## src/rtl/ab_game_top.sv

```systemverilog
// 1A2B game core: latches a valid 4-digit guess in WAIT and scores it against SECRET.
// Latency: valid guess in WAIT -> out_valid 2 edges later; inputs are levels, there is no backpressure.
module ab_game_top #(
  parameter logic [15:0] SECRET = 16'h5423
) (
  input  logic       in_clk,
  input  logic       in_restart_n,
  input  logic       in_loadtest,
  input  logic       in_enter,
  input  logic [3:0] in_ans0,
  input  logic [3:0] in_ans1,
  input  logic [3:0] in_ans2,
  input  logic [3:0] in_ans3,
  output logic [2:0] out_Anum,
  output logic [2:0] out_Bnum,
  output logic [1:0] out_state,
  output logic       out_valid
);

  typedef enum logic [1:0] {
    IDLE      = 2'd0,
    TEMP_TEST = 2'd1,
    WAIT      = 2'd2,
    RESULT    = 2'd3
  } state_t;

  state_t     state_q, state_d;
  logic [3:0] ans     [4];
  logic [3:0] guess_q [4];
  logic [3:0] secret  [4];
  logic       ans_ok;
  logic [2:0] a_cnt, b_cnt;

  assign ans[0] = in_ans0;
  assign ans[1] = in_ans1;
  assign ans[2] = in_ans2;
  assign ans[3] = in_ans3;

  // Position 0 is the most significant nibble of SECRET.
  assign secret[0] = SECRET[15:12];
  assign secret[1] = SECRET[11:8];
  assign secret[2] = SECRET[7:4];
  assign secret[3] = SECRET[3:0];

  always_comb begin
    ans_ok = 1'b1;
    for (int i = 0; i < 4; i++) begin
      if (ans[i] > 4'd9) ans_ok = 1'b0;
      for (int j = i + 1; j < 4; j++) begin
        if (ans[i] == ans[j]) ans_ok = 1'b0;
      end
    end
  end

  always_comb begin
    a_cnt = 3'd0;
    b_cnt = 3'd0;
    for (int i = 0; i < 4; i++) begin
      for (int j = 0; j < 4; j++) begin
        if (guess_q[i] == secret[j]) begin
          if (i == j) a_cnt = a_cnt + 3'd1;
          else        b_cnt = b_cnt + 3'd1;
        end
      end
    end
  end

  always_ff @(posedge in_clk or negedge in_restart_n) begin
    if (!in_restart_n) state_q <= IDLE;
    else               state_q <= state_d;
  end

  always_comb begin
    state_d = state_q;
    case (state_q)
      IDLE:      if (in_loadtest) state_d = TEMP_TEST;
      TEMP_TEST: if (in_enter)    state_d = WAIT;
      WAIT:      if (ans_ok)      state_d = RESULT;
      RESULT:                     state_d = IDLE;
      default:                    state_d = IDLE;
    endcase
  end

  // Scores are registered on the RESULT->IDLE edge, so out_valid pulses alongside them.
  always_ff @(posedge in_clk or negedge in_restart_n) begin
    if (!in_restart_n) begin
      for (int i = 0; i < 4; i++) guess_q[i] <= 4'd0;
      out_Anum  <= 3'd0;
      out_Bnum  <= 3'd0;
      out_valid <= 1'b0;
    end else begin
      out_valid <= (state_q == RESULT);
      if (state_q == WAIT && ans_ok) begin
        for (int i = 0; i < 4; i++) guess_q[i] <= ans[i];
      end
      if (state_q == RESULT) begin
        out_Anum <= a_cnt;
        out_Bnum <= b_cnt;
      end
    end
  end

  assign out_state = state_q;

endmodule

```

## config.mk

```make
export PLATFORM = sky130hd
export DESIGN_NAME = ab_game_top
export DESIGN_NICKNAME = d
export VERILOG_FILES = /design/src/rtl/ab_game_top.sv
export SDC_FILE = /design/constraint.sdc
export NUM_CORES = 1
export LEC_CHECK = 0
export CORE_MARGIN = 1.5
export CORE_UTILIZATION = 40
export CTS_CLUSTER_DIAMETER = 40
export DETAILED_ROUTE_END_ITERATION = 10
export SETUP_SLACK_MARGIN = 0.05
export SKIP_CTS_REPAIR_TIMING = 1
export SLEW_MARGIN = 40
export SYNTH_ARGS = -nofsm -noshare
export SYNTH_HDL_FRONTEND = slang
export SYNTH_SLANG_ARGS = --single-unit
export TNS_END_PERCENT = 30
```

## constraint.sdc

```tcl
create_clock -name in_clk -period 9.9 [get_ports in_clk]
set_input_delay 1.98 -clock in_clk [delete_from_list [all_inputs] [get_ports in_clk]]
set_output_delay 1.98 -clock in_clk [all_outputs]
set_load 0.02 [all_outputs]
```

==> qor.csv <==
metric,value,unit
capture point of the worst reg-to-reg path,out_Bnum[2],
Routed Antenna Nets,0,
routed via count,1849,
Pre-antenna DRT Iters,4,
proportion of layout cells with a drive suffix above 1,15.2,%
maximum clock skew at final layout,0.00579,ns
Worst path slowest cell,sky130_fd_sc_hd__dfrtp_1,
leakage dissipation,1.15,nW
RSZ-0062 raised after global routing,false,
count of warnings emitted by yosys,0,
capturing element type of the critical path,flop,
"EDFF count, synth",0,
worst setup path category,flop to flop,
hold violation count in the final report,0,
cell type with the highest occurrence count on the critical path,sky130_fd_sc_hd__ha_1,
Worst-path clk slew,0.09,ns
worst min-delay path class,flop to flop,
number of vias per cell,5.31,
post-synthesis compound-gate area fraction,11.4,%
Final Wtd Congestion,0.775,
Reg2Reg Launch Point,guess_q[15],
XOR/XNOR share of the synthesized area,17.4,%
CTS Root Cell,sky130_fd_sc_hd__clkbuf_8,
post-synthesis sequential element count,25,
number of nets in the layout,314,
most used flip-flop cell after synthesis,sky130_fd_sc_hd__dfrtp_1,
"post-synthesis share of cell area spent on and, or, nand and nor gates",19.6,%
total detailed-routing wirelength,4590,um
x dimension of the die,79.6,um
signed area change from the synthesized netlist to the final layout,16.3,%
Highest Clock Rate,146,MHz
share of flip-flops with an asynchronous set or reset after synthesis,100,%
"leading cell type in the layout, fill and taps excluded",sky130_fd_sc_hd__xnor2_1,
starting density of the core,42.1,%
Worst EP arrival,6.99,ns
Max H-tree Level,1,
count of fill cells added during filler insertion,551,
Post-Syn Nets,289,
DRC viols,0,
Syn Inst Count,252,
wire length of the first global-routing pass,8200,um
clock insertion delay at the later pin of the skew report,0.27,ns
most frequent cells in the layout,"sky130_fd_sc_hd__xnor2_1 (29), sky130_fd_sc_hd__clkdlybuf4s50_1 (27), sky130_fd_sc_hd__dfrtp_1 (25)",
core outline area,5570,um^2
Register-to-Register Setup Slack,3.07,ns
adder and majority cell fraction of the synthesized area,9.07,%
endpoint of the most critical setup path,out_Bnum[2],
final-layout setup total negative slack,0,ns
Power per Cell Area,319,nW/um^2
combinational family with the most area after synthesis,simple AND/OR/NAND/NOR gates,
global-route congestion overflow total,0,
run status,completed,
height of the die,79.6,um
number of distinct standard cells referenced by the synthesized netlist,49,
average size of a mapped cell,9.30,um^2
Max IR drop VDD,159,uV
# clock sinks,25,
setup violators final,0,
CP Launch Point,guess_q[15],
max-slew violation total from the final report,0,
CP max stage delay,0.43,ns
final antenna diode count,0,
Total GRT Usage,16.1,%
cell family with the largest share of critical-path delay,adder cells,
TritonCTS clock tree,yes,
fin crit period,6.83,ns
area of the mapped netlist,2340,um^2
post-synthesis sequential area ratio,26.7,%
area enclosed by the die boundary,6330,um^2
antenna violations before repair,0,
maximum number of pins on one net before global-route repair,26,
Worst path depth,34,
number of buffers on the longest clock path,2,
Worst Max-Slew Pin Slew,0.740,ns
startpoint types,flop,
CP required,10.06,ns
Rel. slew slack,50.0,%
Final Util,48.9,%
routed length per instance,13.2,um
Detailed Place HPWL,3680,um
CP Buf/Inv Count,2,
maximum fanout count along the critical path,7,
depth of the worst register-to-register path,34,
total clock buffers created by CTS,3,
Max-Cap Viols,0,
count of buffers inserted at the top-level ports,28,
violation count after the first detailed-routing iteration,65,
final critical-path share of the clock period,69.0,%
mux contribution to synthesized area,12.2,%
floorplan row count,27,
number of top-level pins,29,
via count of the first global-routing pass,1774,
==> cells in the mapped netlist, types with 5 or more instances <==
library cell | number | area [um^2]
sky130_fd_sc_hd__xor2_1 | 14 | 123
sky130_fd_sc_hd__nand4_1 | 5 | 31.3
sky130_fd_sc_hd__nor3_1 | 5 | 25.0
sky130_fd_sc_hd__nor2_1 | 18 | 67.6
sky130_fd_sc_hd__nand2_1 | 16 | 60.1
sky130_fd_sc_hd__a21oi_1 | 9 | 45.0
sky130_fd_sc_hd__inv_1 | 12 | 45.0
sky130_fd_sc_hd__mux2_2 | 20 | 225
sky130_fd_sc_hd__ha_1 | 17 | 213
sky130_fd_sc_hd__mux2i_1 | 6 | 60.1
sky130_fd_sc_hd__nand3_1 | 8 | 40.0
sky130_fd_sc_hd__xnor2_1 | 29 | 254
sky130_fd_sc_hd__dfrtp_1 | 25 | 626
sky130_fd_sc_hd__o21ai_0 | 12 | 60.1
==> area by class of cell <==
type,instances,area (um^2),share of cell area (%)
inverter,14,52.6,1.93
sequential,25,626,22.9
timing repair buffer,28,275,10.1
clock buffer,3,41.3,1.51
tap,72,90.1,3.30
multi-input combinational,205,1630,59.9
clock inverter,1,7.51,0.275
==> state kept, by name (all words and copies together) (netlist names) <==
name and count:
out_valid 1, out_Bnum 3, out_state 2, out_Anum 3, guess_q 16
==> per-stage QoR <==
step	total power, W	cells	setup slack [ns]	hold slack [ns]	cell area (um^2)
floorplan	0.000683	252	3.55	0.526	2340
global placement	0.000809	344	3.11	0.493	2680
detailed placement	0.000817	344	3.05	0.499	2680
CTS	0.000882	348	3.03	0.522	2730
global route	0.000969	348	2.51	0.558	2730
finish	0.000871	348	3.07	0.516	2730
==> power by group <==
part | internal [W] | switching (W)
clock network | 0.0000285 | 0.0000321
logic | 0.000291 | 0.000311
registers | 0.000152 | 0.0000572
==> how the worst min path moves through the flow <==
stage,startpoint,endpoint,cells after the start
CTS,out_Anum[0],out_Anum[0],1
floorplan,guess_q[1],guess_q[1],1
finish,out_Anum[0],out_Anum[0],1
detailed placement,out_Anum[0],out_Anum[0],1
global route,out_Anum[0],out_Anum[0],1
global placement,out_Bnum[0],out_Bnum[0],1
==> logic make-up after synthesis <==
kind of cell | Yosys count
AOI/OAI and AO/OA | 38
muxes | 26
DFF | 25
and+or+nand+nor | 79
adders and majority gates | 17
xor gates and xnor gates | 45
buffers and inverters | 22
==> layer usage <==
metal / GRT usage (%) / routed length (um) / share of wire (%) / vias to the layer above
met5: 0 / 0 / 0 / -
met4: 5.26 / 85 / 1.9 / 0
met3: 1.49 / 88 / 1.9 / 6
met2: 26.4 / 2140 / 47 / 30
met1: 22.1 / 2280 / 50 / 865
li1: - / - / - / 948
No activity file was read; power rests on OpenSTA's default activity.
